## config.mk

```make
export PLATFORM = sky130hd
export DESIGN_NAME = pwm_multi
export DESIGN_NICKNAME = d
export VERILOG_FILES = /design/src/rtl/pwm_pkg.sv /design/src/rtl/pwm_channel.sv /design/src/rtl/pwm_multi.sv
export SDC_FILE = /design/constraint.sdc
export NUM_CORES = 1
export LEC_CHECK = 0
export ABC_AREA = 1
export ABC_CLOCK_PERIOD_IN_PS = 3750
export BUFFER_PORTS_ARGS = -buffer_cell sky130_fd_sc_hd__buf_2
export CORE_AREA = 2 2 123 125
export DETAILED_ROUTE_END_ITERATION = 8
export DIE_AREA = 0 0 125 127
export GPL_TIMING_DRIVEN = 0
export SLEW_MARGIN = 40
export SYNTH_ARGS = -nofsm -noshare
export SYNTH_HDL_FRONTEND = slang
export SYNTH_SLANG_ARGS = --single-unit
```

## constraint.sdc

```tcl
create_clock -name clock -period 3.75 [get_ports clock]
set_input_delay 0.75 -clock clock [delete_from_list [all_inputs] [get_ports clock]]
set_output_delay 0.75 -clock clock [all_outputs]
set_load 0.01 [all_outputs]
```

## src/rtl/pwm_pkg.sv

```systemverilog
// Shared constants, types and helpers for the multi-channel PWM generator.
package pwm_pkg;

  localparam int unsigned DEF_NUM_CH     = 4;
  localparam int unsigned DEF_WIDTH      = 8;
  localparam int unsigned DEF_PRESCALE_W = 8;

  typedef enum logic {
    MODE_EDGE   = 1'b0,
    MODE_CENTER = 1'b1
  } mode_t;

  typedef enum logic {
    DIR_UP   = 1'b0,
    DIR_DOWN = 1'b1
  } dir_t;

  // Largest counter / ratio value for a given width.
  function automatic int unsigned pwm_max(input int unsigned width);
    return (32'd1 << width) - 32'd1;
  endfunction

endpackage

```

## src/rtl/pwm_channel.sv

```systemverilog
// One PWM channel: double-buffered ratio, update/done handshake and compare.
module pwm_channel
  import pwm_pkg::*;
#(
  parameter int unsigned WIDTH = DEF_WIDTH
) (
  input  logic             clock,
  input  logic             reset_n,
  input  logic             i_boundary,
  input  logic [WIDTH-1:0] i_cnt,
  input  logic             i_enable,
  input  logic [WIDTH-1:0] i_ratio,
  input  logic             i_update,
  output logic             o_done,
  output logic             o_signal
);

  localparam logic [WIDTH-1:0] MAX = WIDTH'(pwm_max(WIDTH));

  logic [WIDTH-1:0] r_shadow;
  logic [WIDTH-1:0] r_target;
  logic             r_pending;
  logic             r_done;
  logic             r_signal;
  logic             w_active;

  // Full-scale target forces high so there is no dropout at cnt==MAX.
  always_comb begin
    w_active = 1'b0;
    if (r_target == MAX) begin
      w_active = 1'b1;
    end else begin
      w_active = (i_cnt < r_target);
    end
  end

  // Shadow capture, promotion to target at the period boundary, done pulse.
  always_ff @(posedge clock or negedge reset_n) begin
    if (!reset_n) begin
      r_shadow  <= '0;
      r_target  <= '0;
      r_pending <= 1'b0;
      r_done    <= 1'b0;
    end else begin
      r_done <= 1'b0;
      if (i_update) begin
        r_shadow <= i_ratio;
      end
      if (i_boundary && i_update) begin
        // Same-cycle request bypasses the shadow and goes live immediately.
        r_target  <= i_ratio;
        r_pending <= 1'b0;
        r_done    <= 1'b1;
      end else if (i_boundary && r_pending) begin
        r_target  <= r_shadow;
        r_pending <= 1'b0;
        r_done    <= 1'b1;
      end else if (i_update) begin
        r_pending <= 1'b1;
      end
    end
  end

  // Registered, gated compare output.
  always_ff @(posedge clock or negedge reset_n) begin
    if (!reset_n) begin
      r_signal <= 1'b0;
    end else begin
      r_signal <= i_enable & w_active;
    end
  end

  assign o_done   = r_done;
  assign o_signal = r_signal;

endmodule

```

## src/rtl/pwm_multi.sv

```systemverilog
// Multi-channel PWM: shared prescaler/counter timebase feeding NUM_CH channels.
module pwm_multi
  import pwm_pkg::*;
#(
  parameter int unsigned NUM_CH     = DEF_NUM_CH,
  parameter int unsigned WIDTH      = DEF_WIDTH,
  parameter int unsigned PRESCALE_W = DEF_PRESCALE_W
) (
  input  logic                    clock,
  input  logic                    reset_n,
  input  logic [PRESCALE_W-1:0]   prescale,
  input  logic                    center_mode,
  input  logic [NUM_CH-1:0]       pwm_enable,
  input  logic [NUM_CH*WIDTH-1:0] pwm_ratio,
  input  logic [NUM_CH-1:0]       pwm_update,
  output logic [NUM_CH-1:0]       pwm_done,
  output logic                    period_start,
  output logic [NUM_CH-1:0]       pwm_signal
);

  localparam logic [WIDTH-1:0] MAX = WIDTH'(pwm_max(WIDTH));

  logic [PRESCALE_W-1:0] r_pcnt;
  logic [WIDTH-1:0]      r_cnt;
  dir_t                  r_dir;
  mode_t                 r_mode;
  logic                  r_period_start;

  logic                  w_tick;
  logic                  w_bound;
  mode_t                 w_mode_eff;
  logic [WIDTH-1:0]      w_cnt_nxt;
  dir_t                  w_dir_nxt;

  assign w_tick  = (r_pcnt >= prescale);
  assign w_bound = w_tick && (r_cnt == '0) && (r_dir == DIR_UP);

  // Prescaler: unsigned compare so a lowered prescale ticks at once.
  always_ff @(posedge clock or negedge reset_n) begin
    if (!reset_n) begin
      r_pcnt <= '0;
    end else if (w_tick) begin
      r_pcnt <= '0;
    end else begin
      r_pcnt <= r_pcnt + PRESCALE_W'(1);
    end
  end

  // Next counter value and direction; a mode latched at the boundary applies to that step.
  always_comb begin
    w_mode_eff = w_bound ? mode_t'(center_mode) : r_mode;
    w_cnt_nxt  = r_cnt;
    w_dir_nxt  = r_dir;
    if (w_mode_eff == MODE_EDGE) begin
      w_dir_nxt = DIR_UP;
      if (r_cnt == MAX) begin
        w_cnt_nxt = '0;
      end else begin
        w_cnt_nxt = r_cnt + WIDTH'(1);
      end
    end else if (r_dir == DIR_UP) begin
      w_cnt_nxt = r_cnt + WIDTH'(1);
      w_dir_nxt = (w_cnt_nxt == MAX) ? DIR_DOWN : DIR_UP;
    end else begin
      w_cnt_nxt = r_cnt - WIDTH'(1);
      w_dir_nxt = (w_cnt_nxt == '0) ? DIR_UP : DIR_DOWN;
    end
  end

  // Timebase state: counter, direction and mode advance only on tick.
  always_ff @(posedge clock or negedge reset_n) begin
    if (!reset_n) begin
      r_cnt  <= '0;
      r_dir  <= DIR_UP;
      r_mode <= MODE_EDGE;
    end else if (w_tick) begin
      r_cnt <= w_cnt_nxt;
      r_dir <= w_dir_nxt;
      if (w_bound) begin
        r_mode <= mode_t'(center_mode);
      end
    end
  end

  // Period-start pulse, one cycle after the boundary.
  always_ff @(posedge clock or negedge reset_n) begin
    if (!reset_n) begin
      r_period_start <= 1'b0;
    end else begin
      r_period_start <= w_bound;
    end
  end

  assign period_start = r_period_start;

  for (genvar g = 0; g < NUM_CH; g++) begin : g_ch
    pwm_channel #(
      .WIDTH(WIDTH)
    ) u_ch (
      .clock     (clock),
      .reset_n   (reset_n),
      .i_boundary(w_bound),
      .i_cnt     (r_cnt),
      .i_enable  (pwm_enable[g]),
      .i_ratio   (pwm_ratio[g*WIDTH +: WIDTH]),
      .i_update  (pwm_update[g]),
      .o_done    (pwm_done[g]),
      .o_signal  (pwm_signal[g])
    );
  end

endmodule

```

==> metrics.md, run 1 <==
| Metric | Value |
|---|---|
| Reg clk slew, reported paths | `0.06 ns` |
| Type of the worst setup path | `input pin to flop` |
| Register bit total from synthesis | `95` |
| Most frequent CP cell | `sky130_fd_sc_hd__nand2_1` |
| Total length of routed met2 wires | `5150 um` |
| Critical path, cell by cell | `buf_2 > inv_1 > ha_1 > a21oi_1 > o21a_1 > nand2_1 > nand2_2 > buf_6 > nand2_2 > nand2_1 > nand2_1 > nand3_1 > nand2_1` |
| Startpoint types | `input pin` |
| Critical R2R Launch | `r_pcnt[0]` |
| Cell chosen for the clock root | `sky130_fd_sc_hd__clkbuf_16` |
| Total clock buffers created by CTS | `9` |
| Share of synthesized area occupied by flip-flops and latches | `41.4%` |
| Slack of the worst reg-to-reg path | `1.39 ns` |
| Post-CTS Hold Buffers | `0` |
| Setup-violating endpoint count in the final report | `0` |
| Worst Hold Margin | `0.263 ns` |
| Top routing layer in use | `met4` |
| Die span in x | `125 um` |
| Top fanout value on the critical path | `10` |
| Max-cap violations | `0` |
| Netlist cell types | `34` |
| Clock tree skew after final layout | `0.00541 ns` |
| Total number of vias | `4,711` |
| Post-placement cell count | `1,014` |
| Initial antenna violation count | `0` |
| Synthesized Nets | `862` |
| Data required time at the worst endpoint | `3.99 ns` |
| Number of violations reported at the end of detailed-routing iteration 0 | `233` |
| Fraction of layout instances using a drive strength above 1 | `12.4%` |
| Non-filler cells, final | `1,029` |
| Dpl hpwl | `8720 um` |
| Standard-cell row count | `44` |
| Fin nets | `933` |
| Routed length on met1 | `5980 um` |
| Peak ir drop on the vdd network | `0.000252 V` |
| Global route total overflow | `0` |
| Largest net degree at the start of global routing | `62` |
| Count of antenna diodes in the layout | `0` |
| CP Launch Point | `prescale[7]` |
| Height of the die | `127 um` |
| Antenna Violating Nets Remaining | `0` |
| Bufs and invs on worst path | `3` |
| Data arrival time of the worst path | `2.69 ns` |
| Last weighted congestion value of the routability-driven placer | `0.897` |
| Netlist area before placement | `5740 um2` |
| Post-synthesis mux area share | `0%` |
| Post-synthesis share of cell area spent on and, or, nand and nor gates | `27.8%` |
| TritonCTS sink count | `95` |
| Leakage dissipation | `3.78 nW` |
| Die ar. | `15,900 um2` |
| First-pass GRT wire length | `20,700 um` |
| CTS max path bufs | `2` |
| Via count of the first global-routing pass | `4,523` |
| Max-slew violation count | `0` |
| Clock tree from TritonCTS | `done` |
| Overall global routing resource usage | `15.9%` |
| Xor and xnor fraction of the mapped netlist area | `1.07%` |
| Number of ports placed on the die boundary | `60` |
| Final clock period utilization by the worst path | `65.2%` |
| Filler cells | `1,496` |
| Total negative slack for setup checks | `0 ns` |
| Initial standard-cell utilization of the core | `39.8%` |
| Utilization of the core after routing | `45.5%` |
| Pre-Repair DR Iteration Count | `4` |
| Critical Path Slowest Stage Cell | `sky130_fd_sc_hd__ha_1` |
| Endpoint type of the worst setup path | `flop` |
| H-tree lvl count | `3` |
| Post-CTS repair timing setup buffer count | `0` |
| Largest family of logic cells by synthesized area | `simple AND/OR/NAND/NOR gates` |
| RSZ-0062 raised after global routing | `false` |
| Routed wire length | `11,800 um` |
| Routed WL per cell | `11.5 um` |
| Hold violation count in the final report | `0` |
| Compound-cell area share of the yosys netlist | `8.33%` |
| Total DRC errors in the routed layout | `0` |
| Synth Area in Adders | `8.94%` |
| Core region area | `14,400 um2` |
| Later-pin clock latency in the skew report | `0.35 ns` |
| Worst-Margin Slew | `0.530 ns` |
| Pwr/cell area | `614 nW/um2` |
| Sum of internal, switching and leakage power | `4.03 mW` |
| Port buffer count | `59` |
| Number of warnings issued by yosys | `0` |
| Achievable clock frequency | `409 MHz` |
| Post-synthesis area per instance | `7.45 um2` |
| Syn-to-layout area delta | `14.3%` |
| Max stage delay on crit path | `0.29 ns` |
| Shortest clock period the worst path allows after layout | `2.45 ns` |
| Sum of met3 wire segment lengths after detailed routing | `452 um` |
| Drt via density | `4.58` |
| Status | `finished clean` |
| Family with the most delay on the worst path | `simple AND/OR/NAND/NOR gates` |
| Post-Syn Instances | `770` |
| Worst rel slew slack | `64.7%` |
| Post-cts gate resize count | `0` |
| Path class of the lowest-slack min-delay path | `input pin to asynchronous set/reset pin` |
## cell type report
cell class	count	area, um2	area share [%]
buffer	19	129	1.96
tap	184	230	3.51
clock inverter	1	5.00	0.0763
multi-input combinational	503	2650	40.4
sequential	95	2380	36.2
clock buffer	14	254	3.87
inverter	153	583	8.89
timing repair buffer	60	333	5.07
## registers in the layout, summed over array words and instances, names as in the netlist
signal / count
r_cnt: 8
period_start: 1
g_ch.u_ch.r_pending: 4
g_ch.u_ch.r_shadow: 32
g_ch.u_ch.r_target: 32
g_ch.u_ch.o_done: 4
r_mode: 1
r_pcnt: 8
g_ch.u_ch.o_signal: 4
r_dir: 1
## worst paths after layout
kind | end | cells past startpoint
min in group clock | g_ch[1].u_ch.r_target[5] | 2
max in group asynchronous | r_pcnt[2] | 2
max reg2reg | g_ch[0].u_ch.r_target[1] | 14
min reg2reg | g_ch[1].u_ch.r_target[5] | 2
max | r_cnt[0] | 13
min | g_ch[2].u_ch.r_shadow[4] | 1
## per-layer routing
| metal | vias to the layer above | track usage (%) |
|---|---|---|
| li1 | 2517 | - |
| met1 | 2115 | 21.4 |
| met2 | 64 | 25.1 |
| met3 | 15 | 4.06 |
| met4 | 0 | 5.49 |
| met5 | - | 0 |
## stage by stage
| stage | cell area [um2] | worst slack [ns] |
|---|---|---|
| global placement | 6260 | 0.858 |
| floorplan | 5740 | 1.43 |
| finish | 6560 | 1.30 |
| global route | 6560 | 1.02 |
| detailed placement | 6300 | 0.914 |
| CTS | 6560 | 1.28 |
## Yosys cell counts
cell type                  number  area, um2
sky130_fd_sc_hd__and3_1         2       12.5
sky130_fd_sc_hd__nand3b_1       1       7.51
sky130_fd_sc_hd__clkinv_2       1       5.00
sky130_fd_sc_hd__o21bai_1       4       30.0
sky130_fd_sc_hd__xor2_1         5       43.8
sky130_fd_sc_hd__nand2_2        2       12.5
sky130_fd_sc_hd__nor4_1         8       50.1
sky130_fd_sc_hd__nor3_4         1       16.3
sky130_fd_sc_hd__dfrtp_1       95       2380
sky130_fd_sc_hd__nor3_1         5       25.0
sky130_fd_sc_hd__a21boi_0       4       30.0
sky130_fd_sc_hd__o21ai_0       40        200
sky130_fd_sc_hd__o21ai_1        1       5.00
sky130_fd_sc_hd__a21oi_1       22        110
sky130_fd_sc_hd__nand4_1        1       6.26
sky130_fd_sc_hd__nand3_2        1       10.0
sky130_fd_sc_hd__buf_4          9       67.6
sky130_fd_sc_hd__nor2_1        19       71.3
sky130_fd_sc_hd__o21a_1         1       7.51
sky130_fd_sc_hd__nor2_2         3       18.8
sky130_fd_sc_hd__a21o_1         4       30.0
sky130_fd_sc_hd__inv_1        146        548
sky130_fd_sc_hd__xnor2_1        2       17.5
sky130_fd_sc_hd__nand3_1       72        360
sky130_fd_sc_hd__buf_6          3       33.8
sky130_fd_sc_hd__inv_4          3       18.8
sky130_fd_sc_hd__clkbuf_1       6       22.5
sky130_fd_sc_hd__nor2_8         1       20.0
sky130_fd_sc_hd__inv_2          3       11.3
sky130_fd_sc_hd__a21oi_4        4       65.1
sky130_fd_sc_hd__nor2_4         2       22.5
sky130_fd_sc_hd__nand2_1      257        965
sky130_fd_sc_hd__ha_1          41        513
sky130_fd_sc_hd__buf_2          1       5.00
## logic make-up after synthesis
| logic type | after synthesis |
|---|---|
| buffers and inverters | 172 |
| and+or+nand+nor | 375 |
| DFF | 95 |
| xor gates and xnor gates | 7 |
| adders and majority gates | 41 |
| AOI/OAI and AO/OA | 80 |
## power by group
group	total [mW]	leakage, nW	switching [mW]	internal, mW
Combinational	1.63	2.49	0.956	0.674
Clock	0.832	0.127	0.368	0.464
Sequential	1.56	1.16	0.239	1.33
## cell usage in the layout (no fill, tap or decap), drive strengths merged
| cell type | n |
|---|---|
| dfrtp | 95 |
| clkinv | 2 |
| o21a | 1 |
| a21boi | 4 |
| nor2 | 25 |
| xor2 | 5 |
| nand4 | 1 |
| clkbuf | 20 |
| nand3 | 73 |
| nand3b | 1 |
| nand2 | 259 |
| ha | 41 |
| o21bai | 4 |
| a21o | 4 |
| o21ai | 41 |
| nor4 | 8 |
| nor3 | 6 |
| buf | 73 |
| a21oi | 26 |
| and3 | 2 |
| inv | 152 |
| xnor2 | 2 |
No activity file was read; power rests on OpenSTA's default activity.
==> run 2: changes to the inputs <==
--- a/config.mk
+++ b/config.mk
@@ -5,12 +5,12 @@
 export SDC_FILE = /design/constraint.sdc
 export NUM_CORES = 1
 export LEC_CHECK = 0
-export ABC_AREA = 1
-export ABC_CLOCK_PERIOD_IN_PS = 3750
+export ABC_AREA = 0
+export ABC_CLOCK_PERIOD_IN_PS = 2400
 export BUFFER_PORTS_ARGS = -buffer_cell sky130_fd_sc_hd__buf_2
-export CORE_AREA = 2 2 123 125
+export CORE_AREA = 2 2 120 122
 export DETAILED_ROUTE_END_ITERATION = 8
-export DIE_AREA = 0 0 125 127
+export DIE_AREA = 0 0 122 124
 export GPL_TIMING_DRIVEN = 0
 export SLEW_MARGIN = 40
 export SYNTH_ARGS = -nofsm -noshare
==> constraint.sdc (replaced) <==
create_clock -name clock -period 2.4 [get_ports clock]
set_input_delay 0.48 -clock clock [delete_from_list [all_inputs] [get_ports clock]]
set_output_delay 0.48 -clock clock [all_outputs]
set_load 0.01 [all_outputs]
==> metrics.md, run 2 <==
| Metric | Value |
|---|---|
| Status | `finished clean` |
| Antenna Violating Nets Remaining | `0 (unchanged)` |
| Commonest cells after routing, fill and taps aside | `93 x sky130_fd_sc_hd__dfrtp_1, 62 x sky130_fd_sc_hd__buf_2, 42 x sky130_fd_sc_hd__inv_1` |
| Standard-cell row count | `43 (-2.3%)` |
| Leakage dissipation | `3.03 nW (-20%)` |
| Netlist cell types | `47 (+38%)` |
| Leading cell type by number of instances after synthesis | `sky130_fd_sc_hd__dfrtp_1` |
| Family with the most delay on the worst path | `compound AO/OA/AOI/OAI gates` |
| Routed wire length | `13,000 um (+9.7%)` |
| Path class of the lowest-slack min-delay path | `input pin to flop` |
| Filler cells | `1,312 (-12%)` |
| Total negative slack for setup checks | `0 ns (unchanged)` |
| Most used flip-flop cell after synthesis | `sky130_fd_sc_hd__dfrtp_1` |
| Max stage delay on crit path | `0.43 ns (+0.14 ns)` |
| Startpoint of the lowest-slack hold path | `pwm_enable[1]` |
| Setup-violating endpoint count in the final report | `0 (unchanged)` |
| Number of violations reported at the end of detailed-routing iteration 0 | `256 (+9.9%)` |
| Register bit total from synthesis | `95 (unchanged)` |
| Number of enable flip-flop cells after synthesis | `0 (unchanged)` |
| Critical path, cell by cell | `ha_1 > a211o_1 > o211ai_1 > o311ai_4 > and3_1 > buf_2 > a22oi_1 > o21ai_0` |
| Drt via density | `5.43 (+19%)` |
| Bufs and invs on worst path | `1 (-2)` |
| Initial standard-cell utilization of the core | `39.8% (+0.055 points)` |
| Critical Path Slowest Stage Cell | `sky130_fd_sc_hd__dfrtp_1` |
| Worst-Margin Slew | `0.496 ns (-0.0336 ns)` |
| Top fanout value on the critical path | `8 (-2)` |
| Die span in x | `122 um (-2.4%)` |
| Data required time at the worst endpoint | `2.62 ns (-1.37 ns)` |
| Count of antenna diodes in the layout | `0 (unchanged)` |
| Last weighted congestion value of the routability-driven placer | `0.877 (-2.3%)` |
| Final Worst Setup Slack | `0.143 ns (-1.16 ns)` |
| Pre-CTS setup slack | `-0.244 ns (-1.16 ns)` |
| Top area cells in the synthesized netlist | `sky130_fd_sc_hd__dfrtp_1 43%, sky130_fd_sc_hd__ha_1 9.4%, sky130_fd_sc_hd__mux2_2 6.6%` |
| Routed WL per cell | `16.1 um (+40%)` |
| Most frequent standard cell in the layout excluding fill and tap cells | `sky130_fd_sc_hd__dfrtp_1` |
| Synthesized Nets | `641 (-26%)` |
| Type of the worst setup path | `flop to flop` |
| Hold violation count in the final report | `0 (unchanged)` |
| Dpl hpwl | `9380 um (+7.6%)` |
| TritonCTS sink count | `95 (unchanged)` |
| Area used by multi-input combinational logic | `2720 um2 (+2.5%)` |
| H-tree lvl count | `3 (unchanged)` |
| Commonest cells in the netlist | `95 x sky130_fd_sc_hd__dfrtp_1, 42 x sky130_fd_sc_hd__inv_1, 41 x sky130_fd_sc_hd__ha_1` |
| Fin nets | `713 (-24%)` |
| Number of warnings issued by yosys | `0 (unchanged)` |
| Overall global routing resource usage | `18.1% (+2.2 points)` |
| Data arrival time of the worst path | `2.47 ns (-0.22 ns)` |
| Pwr/cell area | `1030 nW/um2 (+67%)` |
| Area share of the largest cell type after synthesis | `43.5% (+2.1 points)` |
| Fraction of layout instances using a drive strength above 1 | `23.7% (+11 points)` |
| Cell chosen for the clock root | `sky130_fd_sc_hd__clkbuf_16` |
| Via count of the first global-routing pass | `4,277 (-5.4%)` |
| Peak ir drop on the vdd network | `0.000689 V (+170%)` |
| RSZ-0062 raised after global routing | `false` |
| Global route total overflow | `0 (unchanged)` |
| Die ar. | `15,100 um2 (-4.7%)` |
| Area occupied by registers | `2380 um2 (+0.11%)` |
| Reg clk slew, reported paths | `0.06 ns (about the same)` |
| Max-slew violation count | `0 (unchanged)` |
| Total number of vias | `4,374 (-7.2%)` |
| Pre-Repair DR Iteration Count | `5 (+1)` |
| Number of ports placed on the die boundary | `60 (unchanged)` |
| Syn-to-layout area delta | `17.4%` |
| Core region area | `13,700 um2 (-4.9%)` |
| Final clock period utilization by the worst path | `94.1%` |
| Total clock buffers created by CTS | `9 (unchanged)` |
| Height of the die | `124 um (-2.4%)` |
| Clock tree skew after final layout | `0.00416 ns (-0.00125 ns)` |
| CP Launch Point | `r_pcnt[5]` |
| Share of synthesized area occupied by flip-flops and latches | `43.5% (+2.1 points)` |
| Sum of internal, switching and leakage power | `6.58 mW (+63%)` |
| Netlist area before placement | `5470 um2 (-4.8%)` |
| Worst rel slew slack | `66.9% (+2.2 points)` |
| Biggest regs | `g_ch.u_ch.r_shadow (32), g_ch.u_ch.r_target (32)` |
| Post-Syn Instances | `549 (-29%)` |
| Post-synth ARST share | `100% (unchanged)` |
| Total DRC errors in the routed layout | `0 (unchanged)` |
| Initial antenna violation count | `0 (unchanged)` |
| Achievable clock frequency | `443 MHz` |
| CTS max path bufs | `2 (unchanged)` |
| Shortest clock period the worst path allows after layout | `2.26 ns` |
| Max-cap violations | `0 (unchanged)` |
| Port buffer count | `56 (-5.1%)` |
| Clock tree from TritonCTS | `done` |
| Largest net degree at the start of global routing | `74 (+19%)` |
| Cell type contributing the most total cell area after synthesis | `sky130_fd_sc_hd__dfrtp_1` |
| Post-synthesis area per instance | `9.96 um2 (+34%)` |
| Worst Hold Margin | `0.339 ns (+0.0763 ns)` |
| Later-pin clock latency in the skew report | `0.35 ns (about the same)` |
| Endpoint type of the worst setup path | `flop` |
| Critical R2R Launch | `r_pcnt[5]` |
| First-pass GRT wire length | `21,300 um (+3.2%)` |
| Utilization of the core after routing | `46.8% (+1.3 points)` |
| Startpoint types | `flop` |
==> run 2: kinds of logic (layout without fill, tap and decap cells) <==
logic type               after synthesis  after routing  share of synthesized area, %
multiplexers                          32             32                          6.59
flip-flops                            95             95                          43.5
XOR/XNOR                              16             16                          2.56
AND/OR/NAND/NOR                      130            130                          11.9
AO/OA/AOI/OAI                        153            153                          18.6
adder cells (fa/ha/maj)               41             41                          9.38
buffers and inverters                 82            158                          7.44
==> run 2: final timing paths <==
check | slack [ns] | cells past startpoint | to
min in group asynchronous | 0.55 | 2 | g_ch[0].u_ch.r_shadow[7]
max | 0.14 | 8 | g_ch[3].u_ch.r_target[2]
max in group asynchronous | 1.19 | 3 | r_cnt[1]
min | 0.34 | 3 | g_ch[1].u_ch.o_signal
min reg2reg | 0.44 | 1 | r_pcnt[0]
max reg2reg | 0.14 | 8 | g_ch[3].u_ch.r_target[2]
==> run 2: worst min-delay path, cell delays in order <==
cell	delay (ns)
sky130_fd_sc_hd__buf_2	0.10
sky130_fd_sc_hd__nand2_1	0.05
sky130_fd_sc_hd__a21oi_1	0.03
==> run 2: metal layers <==
layer / global-route usage (%) / up-vias / routed length [um]
met2: 30.0 / 112 / 6250
li1: - / 2113 / -
met3: 4.58 / 22 / 664
met4: 4.38 / 0 / 245
met5: 0 / - / 0
met1: 23.8 / 2127 / 5810
==> run 2: final cells by class <==
cell class / count / share of cell area (%)
clock inverter: 3 / 1.01
sequential: 95 / 37.1
inverter: 43 / 2.55
clock buffer: 12 / 4.15
timing repair buffer: 62 / 5.58
multi-input combinational: 372 / 42.3
buffer: 38 / 3.78
tap: 180 / 3.51
==> run 2: timing repair <==
item                                   4_1_cts  5_1_grt
resized for setup                            1       11
gates cloned                                 0        0
pin swaps                                    1        4
setup buffers                                2        2
setup endpoints to repair                   32       38
endpoints found under the hold margin       22        0
hold buffers                                 1        0
==> run 2: stage by stage <==
step                      instances  area, um2
after floorplan                 549       5470
after global placement          785       5970
after detailed placement        786       6010
after CTS                       804       6370
after global routing            805       6420
final                           805       6420
==> run 2: power by group <==
group	internal [mW]	switching, mW
sequential	2.06	0.458
combinational	1.20	1.29
clock	0.990	0.593
total	4.24	2.34
